<file path="src/rtl/dc2_tile_arbiter.sv">
// Two-port round-robin arbiter in front of the L2 data-cache tile.
// One tile transaction at a time; hung accesses time out with FAULT.
//
// Ports:
//   clock, reset        : clock, async active-low reset
//   a*/b*In{Addr,Data,OE,WR,Op} : requester A (ifetch) / B (ld/st)
//   a*/b*Out{Data,OK}   : latched response per requester
//   tile{Addr,OutData,OE,WR,Op} : request to the tile
//   tile{InData,OK}     : response from the tile
//   grant               : debug, 01 A, 10 B, 00 none
module dc2_tile_arbiter #(
  parameter int unsigned TIMEOUT_CYCLES = 255
) (
  input  logic         clock,
  input  logic         reset,
  input  logic [31:0]  aInAddr,
  input  logic [127:0] aInData,
  input  logic         aInOE,
  input  logic         aInWR,
  input  logic [4:0]   aInOp,
  input  logic [31:0]  bInAddr,
  input  logic [127:0] bInData,
  input  logic         bInOE,
  input  logic         bInWR,
  input  logic [4:0]   bInOp,
  output logic [127:0] aOutData,
  output logic [1:0]   aOutOK,
  output logic [127:0] bOutData,
  output logic [1:0]   bOutOK,
  output logic [31:0]  tileAddr,
  output logic [127:0] tileOutData,
  output logic         tileOE,
  output logic         tileWR,
  output logic [4:0]   tileOp,
  input  logic [127:0] tileInData,
  input  logic [1:0]   tileOK,
  output logic [1:0]   grant
);

  typedef enum logic [1:0] {
    S_IDLE,
    S_BUSY,
    S_DONE
  } state_t;

  localparam logic [1:0] OK_READY = 2'd0;
  localparam logic [1:0] OK_OK    = 2'd1;
  localparam logic [1:0] OK_HOLD  = 2'd2;
  localparam logic [1:0] OK_FAULT = 2'd3;
  localparam logic [1:0] G_NONE   = 2'b00;
  localparam logic [1:0] G_A      = 2'b01;
  localparam logic [1:0] G_B      = 2'b10;
  localparam logic [7:0] TMO      = 8'(TIMEOUT_CYCLES);

  state_t         r_state;
  state_t         w_state_nx;
  logic [1:0]     r_grant;
  logic [1:0]     w_grant_nx;
  logic           r_last_b;
  logic           w_last_b_nx;
  logic [7:0]     r_hold;
  logic [7:0]     w_hold_nx;
  logic [1:0]     r_rsp_ok;
  logic [1:0]     w_rsp_ok_nx;
  logic [127:0]   r_rsp_data;
  logic [127:0]   w_rsp_data_nx;

  logic           w_a_req;
  logic           w_b_req;
  logic           w_sel_b;
  logic           w_sel_req;
  logic           w_busy;
  logic           w_done;

  assign w_a_req   = aInOE | aInWR;
  assign w_b_req   = bInOE | bInWR;
  assign w_sel_b   = r_grant[1];
  assign w_sel_req = w_sel_b ? w_b_req : w_a_req;
  assign w_busy    = (r_state == S_BUSY);
  assign w_done    = (r_state == S_DONE);

  always_ff @(posedge clock or negedge reset) begin
    if (!reset) begin
      r_state    <= S_IDLE;
      r_grant    <= G_NONE;
      r_last_b   <= 1'b1;
      r_hold     <= 8'd0;
      r_rsp_ok   <= OK_READY;
      r_rsp_data <= 128'd0;
    end else begin
      r_state    <= w_state_nx;
      r_grant    <= w_grant_nx;
      r_last_b   <= w_last_b_nx;
      r_hold     <= w_hold_nx;
      r_rsp_ok   <= w_rsp_ok_nx;
      r_rsp_data <= w_rsp_data_nx;
    end
  end

  always_comb begin
    w_state_nx    = r_state;
    w_grant_nx    = r_grant;
    w_last_b_nx   = r_last_b;
    w_hold_nx     = r_hold;
    w_rsp_ok_nx   = r_rsp_ok;
    w_rsp_data_nx = r_rsp_data;
    unique case (r_state)
      S_IDLE: begin
        if (w_a_req | w_b_req) begin
          w_state_nx = S_BUSY;
          w_hold_nx  = 8'd0;
          // on a tie, the port that did not go last wins
          if (w_a_req && (!w_b_req || r_last_b))
            w_grant_nx = G_A;
          else
            w_grant_nx = G_B;
        end
      end
      S_BUSY: begin
        if (!w_sel_req) begin
          // abort: requester gave up, no response
          w_state_nx  = S_IDLE;
          w_grant_nx  = G_NONE;
          w_last_b_nx = w_sel_b;
        end else if (tileOK == OK_OK ||
                     tileOK == OK_FAULT) begin
          w_state_nx    = S_DONE;
          w_rsp_ok_nx   = tileOK;
          w_rsp_data_nx = tileInData;
        end else if (r_hold == TMO) begin
          w_state_nx    = S_DONE;
          w_rsp_ok_nx   = OK_FAULT;
          w_rsp_data_nx = 128'd0;
        end else if (r_hold != 8'hFF) begin
          w_hold_nx = r_hold + 8'd1;
        end
      end
      S_DONE: begin
        if (!w_sel_req) begin
          w_state_nx    = S_IDLE;
          w_grant_nx    = G_NONE;
          w_last_b_nx   = w_sel_b;
          w_rsp_ok_nx   = OK_READY;
          w_rsp_data_nx = 128'd0;
        end
      end
      default: begin
        w_state_nx = S_IDLE;
        w_grant_nx = G_NONE;
      end
    endcase
  end

  // tile sees the granted port only while BUSY
  always_comb begin
    tileAddr    = 32'd0;
    tileOutData = 128'd0;
    tileOE      = 1'b0;
    tileWR      = 1'b0;
    tileOp      = 5'd0;
    if (w_busy) begin
      if (w_sel_b) begin
        tileAddr    = bInAddr;
        tileOutData = bInData;
        tileOE      = bInOE & ~bInWR;
        tileWR      = bInWR;
        tileOp      = bInOp;
      end else begin
        tileAddr    = aInAddr;
        tileOutData = aInData;
        tileOE      = aInOE & ~aInWR;
        tileWR      = aInWR;
        tileOp      = aInOp;
      end
    end
  end

  // outputs forced quiet while reset is held, even if a port requests
  always_comb begin
    aOutOK   = OK_READY;
    aOutData = 128'd0;
    bOutOK   = OK_READY;
    bOutData = 128'd0;
    if (reset) begin
      if (w_done && r_grant == G_A) begin
        aOutOK   = r_rsp_ok;
        aOutData = r_rsp_data;
      end else if (w_a_req) begin
        aOutOK = OK_HOLD;
      end
      if (w_done && r_grant == G_B) begin
        bOutOK   = r_rsp_ok;
        bOutData = r_rsp_data;
      end else if (w_b_req) begin
        bOutOK = OK_HOLD;
      end
    end
  end

  assign grant = r_grant;

endmodule

</file>
<file path="config.mk">
export PLATFORM = sky130hd
export DESIGN_NAME = dc2_tile_arbiter
export DESIGN_NICKNAME = d
export VERILOG_FILES = /design/src/rtl/dc2_tile_arbiter.sv
export SDC_FILE = /design/constraint.sdc
export NUM_CORES = 1
export LEC_CHECK = 0
export BUFFER_PORTS_ARGS = -buffer_cell sky130_fd_sc_hd__buf_2
export CAP_MARGIN = 30
export CORE_AREA = 5 5 348 350
export CTS_BUF_LIST = sky130_fd_sc_hd__clkbuf_4
export CTS_CLUSTER_SIZE = 16
export DETAILED_ROUTE_END_ITERATION = 6
export DIE_AREA = 0 0 353 355
export REMOVE_ABC_BUFFERS = 1
export SYNTH_ARGS = -nofsm -noshare
export SYNTH_HDL_FRONTEND = slang
export SYNTH_SLANG_ARGS = --single-unit
</file>
<file path="constraint.sdc">
create_clock -name clock -period 6 [get_ports clock]
set_input_delay 0.3 -clock clock [delete_from_list [all_inputs] [get_ports clock]]
set_output_delay 0.3 -clock clock [all_outputs]
set_load 0.005 [all_outputs]
</file>
==> reports/results.ini, run 1 <==
[route]
route.met3.wl_mm = 6.29
vias = 12000
drtIter0Drc = 571
topRoutingLayerUsed = met5
viasPerCell = 3.34
drcViolationCount = 0
wl_mm = 79.3
dr.pass1.iters = 5
avgRoutedWirePerCell_um = 22.0
ant_nets = 0
m1WireLength_mm = 32.6
route.met2.wl_mm = 38.7

[clock_tree]
clk_latency_ns = 0.64
cts_buffers = 17
ctsLongestPathBuffers = 2
cts-root-buf = clkbuf_4
holdBufCountCts = 130
htreeDepth = 4
tritoncts = done
clock_sinks = 143
ctsResizeCount = 0
clkTransAtPathRegs_ns = 0.19
post_cts_buffers = 0

[power]
power.leakage_uw = 0.00936
total_power_uw = 6270
p_per_area_mw_per_mm2 = 355
vdd_drop_max_uv = 262

[placement]
dp_cells = 3417
dpl_cell_area_mm2 = 0.0159
io_buffer_count = 894
dp_slack_ns = 2.79
gp_congestion = 0.918
hpwl_mm = 69.2

[yosys]
yosys_warnings = 0
synth_compound_area_share_pct = 14.8
synth-seq-cells = 143
synth_mux_area_share_pct = 17.0
synthSimpleGateAreaFrac_pct = 25.6
async_reset_ff_share_pct = 100
ys_seq_area_share_pct = 36.1
synth_cell_types = 47
synthXorXnorAreaFrac_pct = 0
synth_edf_count = 0
synth.top_cell.area_share_pct = 35.9
syn_area_per_cell_um2 = 9.23
yosysTopAreaCell = dfrtp_1
netlist_instances = 1073
netlist_area_mm2 = 0.00991
synth_top_flop_cell = dfrtp_1
synth_top_family_by_area = simple AND/OR/NAND/NOR gates
synthAdderAreaFrac_pct = 0.631
synthTopCellsByArea = dfrtp_1, mux2i_1, and2_1

[cells_and_area]
syn2layout_area_growth_pct = 78.2
fin_area_mm2 = 0.0177
drive_gt1_share_pct = 46.8
fin_cells = 3598
fin_util_pct = 15.0
nNetsFinal = 2503

[sta]
fin_skew_ns = 0.0527
hold_violations = 0
rsz0062_at_grt = false
relSlewSlack_pct = 44.9
worst_slew_pin_slew_ns = 0.827
fmax_ghz = 0.285
worst_slack_ns = 2.50
fin_crit_ns = 3.50
drv_slew = 0
timing.final.crit_share_pct = 58.4
finalSetupViolations = 0

[setup_path]
crit_chain = inv_1 > ha_1 > nor2b_1 > and3_4 > buf_16 > and2_1 > buf_2
r2r_end = r_rsp_data[46]
cp-end-kind = output port
max_stage_delay_ns = 0.63
crit_fanout = 74
cp_slowest_cell = and3_4
criticalPathCategory = flop to output port
rrSetupSlack_ns = 3.05
crit_arrival_ns = 3.20
cp-start-kind = flop
reg2reg_from = r_state[1]
required_ns = 5.70
startpoint = r_state[0]
reg2reg_depth = 7

[grt]
grt_usage_pct = 12.0
grt_pass1_vias = 12100
grt.overflow.total = 0
antenna_found_initial = 21
grt_max_degree = 103
grt_first_pass_wirelength_mm = 105

[run_status]
outcome = finished clean

[run]
drv_cap = 0

[die]
die_height_um = 355
fp.dieArea_mm2 = 0.125
core_area_mm2 = 0.117
die_x_um = 353
initial_core_util_pct = 8.44
rows = 126
ios = 895

[min_path]
min_path_type = primary input to asynchronous set/reset pin

[cells by family (layout without fill, tap and decap cells)]
group | count (synthesis) | count (layout)
and+or+nand+nor | 477 | 477
AOI/OAI and AO/OA | 175 | 175
muxes | 168 | 168
DFF | 143 | 143
buffers and inverters | 105 | 1077
adders and majority gates | 5 | 5
other | 0 | 17
[synthesized netlist by cell type, types with 2 or more instances]
cell type	number
o311a_1	2
dfrtp_1	142
buf_6	21
o21ai_0	6
nor3b_1	2
nand2b_1	2
nor2b_1	4
o311ai_0	2
a21o_1	2
a22o_1	131
or3b_2	2
nor2_1	174
ha_1	5
a31oi_1	6
a21oi_1	10
and3_1	6
buf_2	24
inv_1	6
nand3_1	6
o31ai_1	2
and2_1	258
o2111ai_1	2
clkbuf_1	46
or2_2	2
nor3_1	2
a31o_2	3
mux2i_1	168
buf_1	8
nand2_1	11
[through the flow]
step / setup TNS (ns) / hold WS [ns]
finish: 0 / 0.107
global route: 0 / 0.0410
CTS: 0 / 0.00809
detailed placement: 0 / 0.192
global placement: 0 / 0.205
floorplan: -1870.41 / 0.00441
[final cells by class]
cell class / count / area, um2
Clock inverter: 15 / 184
Clock buffer: 17 / 128
Tap cell: 1536 / 1920
Multi-Input combinational cell: 825 / 5770
Inverter: 6 / 27.5
Fill cell: 13300 / 99800
Timing Repair Buffer: 1039 / 5990
Sequential cell: 143 / 3580
Antenna cell: 17 / 42.5
[where the power goes]
part           switching [uW]  internal (uW)
clock network             479            200
logic                    2290           1490
registers                 473           1340
[layer usage]
metal,GRT usage [%],up-vias
met4,2.66,6
li1,-,5650
met1,14.4,5713
met3,3.78,58
met2,21.0,592
met5,0,-
[worst max-delay path, delay by kind of cell, from the launching register on]
| kind | cells | cell delay [ns] |
|---|---|---|
| flops | 1 | 0.44 |
| simple gates | 3 | 1.14 |
| fa+ha+maj | 1 | 0.32 |
| buf+inv | 3 | 0.62 |
[registers in the layout, summed over array words and instances (netlist names)]
signal	cells
r_last_b	1
r_rsp_data	128
r_state	2
r_rsp_ok	2
r_hold	8
grant	2
[how the worst max path moves through the flow]
stage,to
floorplan,r_rsp_data[0]
global placement,r_rsp_ok[1]
detailed placement,r_rsp_data[90]
CTS,tileAddr[17]
global route,aOutData[98]
finish,aOutData[9]
[cells in the final DEF (no fill, tap or decap), types with 3 or more instances in the layout]
master	n
a21oi_1	10
a22o_1	131
a31o_2	3
a31oi_1	6
and2_1	258
and3_1	5
buf_16	5
buf_2	893
buf_4	10
clkbuf_4	17
clkinv_8	5
dfrtp_1	141
diode_2	17
dlygate4sd3_1	130
ha_1	5
inv_1	5
inv_6	3
inv_8	6
mux2i_1	168
nand2_1	11
nand3_1	6
nor2_1	174
nor2b_1	4
o21ai_0	6
No activity file was read; power rests on OpenSTA's default activity.
==> run 2, diff against run 1 <==
--- a/config.mk
+++ b/config.mk
@@ -7,11 +7,11 @@
 export LEC_CHECK = 0
 export BUFFER_PORTS_ARGS = -buffer_cell sky130_fd_sc_hd__buf_2
 export CAP_MARGIN = 30
-export CORE_AREA = 5 5 348 350
+export CORE_AREA = 5 5 350 352
 export CTS_BUF_LIST = sky130_fd_sc_hd__clkbuf_4
 export CTS_CLUSTER_SIZE = 16
 export DETAILED_ROUTE_END_ITERATION = 6
-export DIE_AREA = 0 0 353 355
+export DIE_AREA = 0 0 355 357
 export REMOVE_ABC_BUFFERS = 1
 export SYNTH_ARGS = -nofsm -noshare
 export SYNTH_HDL_FRONTEND = slang
==> constraint.sdc (replaced) <==
create_clock -name clock -period 3.65 [get_ports clock]
set_input_delay 0.1825 -clock clock [delete_from_list [all_inputs] [get_ports clock]]
set_output_delay 0.1825 -clock clock [all_outputs]
set_load 0.005 [all_outputs]
==> reports/results.ini, run 2 (synthesis gave the netlist of run 1 again) <==
[clock_tree]
cts_buffers = 17  ; unchanged
tritoncts = done  ; unchanged
clock_sinks = 143  ; unchanged
ctsLongestPathBuffers = 2  ; unchanged
cts-root-buf = clkbuf_4  ; unchanged
post_cts_buffers = 0  ; unchanged
clk_latency_ns = 0.67  ; was 0.64 ns
clkTransAtPathRegs_ns = 0.18  ; was 0.19 ns
htreeDepth = 4  ; unchanged

[route]
wl_mm = 83.0  ; was 79.3 mm
viasPerCell = 3.39  ; was 3.34
avgRoutedWirePerCell_um = 22.8  ; was 22.0 um
drtIter0Drc = 673  ; was 571
dr.pass1.iters = 5  ; unchanged
drcViolationCount = 0  ; unchanged
vias = 12300  ; was 12000
ant_nets = 0  ; unchanged

[setup_path]
cp-start-kind = flop  ; unchanged
r2r_end = r_rsp_data[101]  ; was r_rsp_data[46]
crit_arrival_ns = 3.09  ; was 3.20 ns
reg2reg_depth = 5  ; was 7
criticalPathCategory = flop to output port  ; unchanged
crit_fanout = 40  ; was 74
max_stage_delay_ns = 0.46  ; was 0.63 ns
reg2reg_from = grant[1]  ; was r_state[1]
cp_slowest_cell = dfrtp_1  ; was and3_4
rrSetupSlack_ns = 1.14  ; was 3.05 ns
required_ns = 3.47  ; was 5.70 ns
cp-end-kind = output port  ; unchanged
crit_chain = inv_1 > ha_1 > nor2b_1 > and3_4 > buf_4 > and2_1 > buf_2  ; was inv_1 > ha_1 > nor2b_1 > and3_4 > buf_16 > and2_1 > buf_2

[sta]
fin_crit_ns = 3.27
hold_violations = 0  ; unchanged
drv_slew = 0  ; unchanged
timing.final.crit_share_pct = 89.7
worst_slack_ns = 0.376  ; was 2.50 ns
finalSetupViolations = 0  ; unchanged
fin_skew_ns = 0.0400  ; was 0.0527 ns
rsz0062_at_grt = false  ; unchanged
worst_slew_pin_slew_ns = 0.981  ; was 0.827 ns
relSlewSlack_pct = 32.7  ; was 44.9%
fmax_ghz = 0.305

[min_path]
min_from = aInWR
holdPathEnd = r_hold[5]
min_path_type = primary input to flop  ; was primary input to asynchronous set/reset pin
hold_depth = 5

[die]
core_area_mm2 = 0.119  ; was 0.117 mm2
die_height_um = 357  ; was 355 um
ios = 895  ; unchanged
fp.dieArea_mm2 = 0.127  ; was 0.125 mm2
rows = 127  ; was 126
initial_core_util_pct = 8.32  ; was 8.44%
die_x_um = 355  ; was 353 um

[grt]
grt_usage_pct = 12.4  ; was 12.0%
grt_first_pass_wirelength_mm = 108  ; was 105 mm
antenna_found_initial = 37  ; was 21
grt_pass1_vias = 12700  ; was 12100
grt.overflow.total = 0  ; unchanged
grt_max_degree = 130  ; was 103

[placement]
io_buffer_count = 894  ; unchanged
dpl_cell_area_mm2 = 0.0161  ; was 0.0159 mm2
dp_slack_ns = 1.10  ; was 2.79 ns
gp_congestion = 0.914  ; was 0.918
hpwl_mm = 71.5  ; was 69.2 mm

[cells_and_area]
final_common_cell = buf_2  ; unchanged
regMostFlops = r_rsp_data  ; unchanged
fill_cells = 13600  ; was 13300
syn2layout_area_growth_pct = 80.8  ; was 78.2%
reg_top3 = r_rsp_data: 128 flops, r_hold: 8 flops  ; unchanged
fin_area_mm2 = 0.0179  ; was 0.0177 mm2
fin_util_pct = 15.0  ; about the same
final_cell_mix = buf_2, and2_1, nor2_1, mux2i_1, dfrtp_1  ; unchanged
drive_gt1_share_pct = 47.1  ; was 46.8%
nNetsFinal = 2534  ; was 2503
largest_reg_flops = 128  ; unchanged

[power]
vdd_drop_max_uv = 495  ; was 262 uV
power.leakage_uw = 0.00949  ; was 0.00936 uW
p_per_area_mw_per_mm2 = 587  ; was 355 mW/mm2

[run]
drv_cap = 0  ; unchanged

[run_status]
outcome = finished clean  ; unchanged

## run 2: where the power goes
part | leakage, uW | internal, uW | total (uW) | switching (uW)
logic | 0.00748 | 2510 | 6230 | 3720
clock network | 0.000158 | 329 | 1170 | 838
registers | 0.00185 | 2200 | 3110 | 916
total | 0.00949 | 5040 | 10500 | 5470
## run 2: worst max path at each step
stage	slack, ns	from	to	cells past startpoint
final	0.38	r_state[0]	aOutData[30]	7
after global routing	0.06	r_state[0]	aOutData[108]	7
after CTS	0.19	r_state[0]	aOutData[13]	7
after detailed placement	1.10	r_state[0]	aOutData[13]	7
after global placement	1.15	r_state[0]	aOutData[103]	7
after floorplan	-10.14	grant[1]	r_rsp_data[0]	4
## run 2: timing repair
item,4_1_cts,5_1_grt
resized for setup,0,0
hold buffers,140,0
endpoints found under the hold margin,220,0
## run 2: layer usage
metal / vias to the layer above / track usage, % / wire, um
met5: - / 0 / 30
met1: 5882 / 15.2 / 34300
met2: 649 / 21.4 / 39900
met3: 70 / 4.09 / 7380
met4: 6 / 2.36 / 1400
li1: 5705 / - / -
## run 2: per-stage QoR
stage               setup TNS, ns  hold WS (ns)  cells  power (uW)
finish                          0         0.198   3634       10500
detailed placement              0        0.0634   3451        9410
global placement                0        0.0605   3449        9330
global route                    0        0.0673   3629       11300
floorplan                -3160.77        -0.113    974        5880
CTS                             0        0.0147   3623       10900
## run 2: layout make-up
type | count | area (um2) | area share [%]
clock buffer | 17 | 128 | 0.713
multi-input combinational | 825 | 5770 | 32.2
clock inverter | 15 | 181 | 1.01
inverter | 6 | 27.5 | 0.154
antenna | 10 | 25.0 | 0.140
timing repair buffer | 1070 | 6260 | 34.9
sequential | 143 | 3580 | 20.0
tap | 1548 | 1940 | 10.8
## run 2: worst max-delay path: cells and delay by family (launching register included)
kind	cells	cell delay (ns)
and+or+nand+nor	3	0.95
adders and majority gates	1	0.29
DFF	1	0.46
buffers and inverters	3	0.67
==> run 3, diff against run 2 <==
--- a/config.mk
+++ b/config.mk
@@ -5,13 +5,14 @@
 export SDC_FILE = /design/constraint.sdc
 export NUM_CORES = 1
 export LEC_CHECK = 0
+export ABC_AREA = 1
 export BUFFER_PORTS_ARGS = -buffer_cell sky130_fd_sc_hd__buf_2
 export CAP_MARGIN = 30
-export CORE_AREA = 5 5 350 352
+export CORE_AREA = 5 5 342 344
 export CTS_BUF_LIST = sky130_fd_sc_hd__clkbuf_4
 export CTS_CLUSTER_SIZE = 16
 export DETAILED_ROUTE_END_ITERATION = 6
-export DIE_AREA = 0 0 355 357
+export DIE_AREA = 0 0 347 349
 export REMOVE_ABC_BUFFERS = 1
 export SYNTH_ARGS = -nofsm -noshare
 export SYNTH_HDL_FRONTEND = slang
==> reports/results.ini, run 3 <==
[clock_tree]
tritoncts = done  ; unchanged
clock_sinks = 143  ; unchanged
clkTransAtPathRegs_ns = 0.16  ; was 0.18 ns
ctsLongestPathBuffers = 2  ; unchanged
cts-root-buf = clkbuf_4  ; unchanged
htreeDepth = 4  ; unchanged
clk_latency_ns = 0.77  ; was 0.67 ns
cts_buffers = 17  ; unchanged

[sta]
worst_slew_pin_slew_ns = 0.901  ; was 0.981 ns
worst_slack_ns = 0.228  ; was 0.376 ns
relSlewSlack_pct = 39.9  ; was 32.7%
hold_violations = 0  ; unchanged
drv_slew = 0  ; unchanged
fin_skew_ns = 0.0309  ; was 0.0400 ns
rsz0062_at_grt = false  ; unchanged
fin_crit_ns = 3.42  ; was 3.27 ns
tns_ns = 0  ; unchanged
timing.final.crit_share_pct = 93.8  ; was 89.7%
hold_slack_ns = 0.125  ; was 0.198 ns
finalSetupViolations = 0  ; unchanged
fmax_ghz = 0.292  ; was 0.305 GHz

[cells_and_area]
largest_reg_flops = 128  ; unchanged
fin_cells = 4456  ; was 3634
reg_top3 = r_rsp_data: 128 flops, r_hold: 8 flops  ; unchanged
final_cell_mix = buf_2, nor2_1, nand2_1, nor3_1, o21ai_0  ; was buf_2, and2_1, nor2_1, mux2i_1, dfrtp_1
regMostFlops = r_rsp_data  ; unchanged
drive_gt1_share_pct = 33.3  ; was 47.1%
final_common_cell = buf_2  ; unchanged
fin_util_pct = 17.1  ; was 15.0%
nNetsFinal = 3387  ; was 2534
syn2layout_area_growth_pct = 69.6  ; was 80.8%

[yosys]
synthAdderAreaFrac_pct = 0.546  ; was 0.631%
synth.top_cell.area_share_pct = 31.0  ; was 35.9%
yosysTopAreaCell = dfrtp_1  ; unchanged
synthXorXnorAreaFrac_pct = 0  ; unchanged
synth_edf_count = 0  ; unchanged
synth_most_common_cell = nor2_1  ; was and2_1
syn_area_per_cell_um2 = 5.76  ; was 9.23 um2
yosys_warnings = 0  ; unchanged
synthTopCellsByArea = dfrtp_1, nor2_1, nand2_1  ; was dfrtp_1, mux2i_1, and2_1
synth_cell_types = 24  ; was 47
netlist_area_mm2 = 0.0115  ; was 0.00991 mm2
synth_compound_area_share_pct = 8.31  ; was 14.8%
synthSimpleGateAreaFrac_pct = 47.8  ; was 25.6%
netlist_instances = 1992  ; was 1073
ys_seq_area_share_pct = 31.2  ; was 36.1%
synth_top_flop_cell = dfrtp_1  ; unchanged
synth-seq-cells = 143  ; unchanged
synth_mux_area_share_pct = 0  ; was 17.0%
synth_commonest_cells = nor2_1, nand2_1, nor3_1  ; was and2_1, nor2_1, mux2i_1
synth_top_family_by_area = simple AND/OR/NAND/NOR gates  ; unchanged
async_reset_ff_share_pct = 100  ; unchanged

[grt]
grt_first_pass_wirelength_mm = 143  ; was 108 mm
grt.overflow.total = 0  ; unchanged
grt_usage_pct = 17.2  ; was 12.4%
antenna_found_initial = 40  ; was 37
grt_pass1_vias = 16600  ; was 12700
grt_max_degree = 171  ; was 130

[setup_path]
max_stage_delay_ns = 0.56  ; was 0.46 ns
crit_fanout = 86  ; was 40
reg2reg_from = r_state[1]  ; was grant[1]
required_ns = 3.47  ; about the same
cp-start-kind = flop  ; unchanged
criticalPathCategory = flop to output port  ; unchanged
cp-end-kind = output port  ; unchanged
rrSetupSlack_ns = 0.95  ; was 1.14 ns
crit_arrival_ns = 3.24  ; was 3.09 ns
cp_slowest_cell = nor2_1  ; was dfrtp_1
startpoint = r_state[1]  ; was r_state[0]
crit_chain = inv_1 > ha_4 > buf_12 > o21ai_0 > nor2_1 > buf_2  ; was inv_1 > ha_1 > nor2b_1 > and3_4 > buf_4 > and2_1 > buf_2

[power]
power.leakage_uw = 0.0104  ; was 0.00949 uW
vdd_drop_max_uv = 600  ; was 495 uV
p_per_area_mw_per_mm2 = 636  ; was 587 mW/mm2

[placement]
hpwl_mm = 92.4  ; was 71.5 mm
dp_slack_ns = 0.767  ; was 1.10 ns
gp_congestion = 1.03  ; was 0.914
io_buffer_count = 894  ; unchanged
dp_cells = 4244  ; was 3451

[route]
dr.pass1.iters = 5  ; unchanged
ant_nets = 0  ; unchanged
wl_mm = 111  ; was 83.0 mm
viasPerCell = 3.84  ; was 3.39
vias = 17100  ; was 12300
drcViolationCount = 0  ; unchanged
avgRoutedWirePerCell_um = 24.9  ; was 22.8 um
drtIter0Drc = 1096  ; was 673

[run_status]
outcome = finished clean  ; unchanged

[die]
die_x_um = 347  ; was 355 um
rows = 124  ; was 127
initial_core_util_pct = 10.1  ; was 8.32%
fp.dieArea_mm2 = 0.121  ; was 0.127 mm2
ios = 895  ; unchanged
core_area_mm2 = 0.114  ; was 0.119 mm2
die_height_um = 349  ; was 357 um

[min_path]
min_from = tileOK[0]  ; was aInWR
min_path_type = primary input to flop  ; unchanged

[run]
drv_cap = 0  ; unchanged

==> run 3: cell types whose count changed after synthesis, sizes merged, moves of 83 or more <==
cell,before,now
nand3,6,138
inv,6,149
nor3,2,260
clkbuf,46,129
and2,258,0
o21ai,6,173
mux2i,168,0
a22o,131,0
nor2,174,481
nand2,11,445
==> run 3: metrics by stage <==
| stage | total power, uW | area, um2 |
|---|---|---|
| global route | 13200 | 19400 |
| floorplan | 5900 | 10600 |
| detailed placement | 11100 | 17400 |
| finish | 12400 | 19400 |
| CTS | 12600 | 19400 |
| global placement | 11100 | 17400 |
==> run 3: layer usage <==
metal / vias up / track usage, % / routed length, um / share of wire, %
met3: 112 / 2.96 / 5280 / 4.8
li1: 8145 / - / - / -
met4: 12 / 3.96 / 2600 / 2.3
met5: - / 0 / 77 / 0.069
met1: 8099 / 23.1 / 50900 / 46
met2: 722 / 29.0 / 52200 / 47
==> run 3: area by class of cell <==
type / instances / area (um2)
well taps: 1512 / 1890
fillers: 13300 / 94100
clock inverters: 14 / 145
multi-input cells: 1517 / 6570
repair buffers: 1088 / 6500
clock buffers: 18 / 135
flip-flops and latches: 143 / 3580
inverters: 149 / 577
diodes: 15 / 37.5
==> run 3: cells by family after synthesis <==
| kind of cell | Yosys count |
|---|---|
| AOI/OAI and AO/OA | 186 |
| adders and majority gates | 5 |
| buffers and inverters | 333 |
| DFF | 143 |
| and+or+nand+nor | 1325 |
==> run 3: timing repair <==
action	CTS	global route
buffers inserted	0	1
pin swaps	0	1
hold buffers	163	0
gates resized for setup	1	1
gates cloned	0	1
endpoints found under the setup margin	1	7
endpoints found under the hold margin	220	0
==> run 3: worst paths after layout <==
kind / cells after the start / to
setup / recovery: 6 / tileOutData[58]
hold / removal: 5 / r_rsp_data[7]
setup reg to reg: 10 / r_rsp_data[5]
hold reg to reg: 2 / r_rsp_data[63]
max in group asynchronous: 4 / r_rsp_data[7]
min in group asynchronous: 3 / r_rsp_data[8]
==> run 3: worst max-delay path: cells and delay by family (launching register included) <==
family          cells  cell delay [ns]
compound gates      1             0.23
flops               1             0.47
fa+ha+maj           1             0.42
buf+inv             3             0.73
simple gates        1             0.56
==> run 3: power by group <==
part	switching, uW	internal [uW]	total (uW)
sequential	453	2100	2560
combinational	6490	2150	8630
clock	804	368	1170
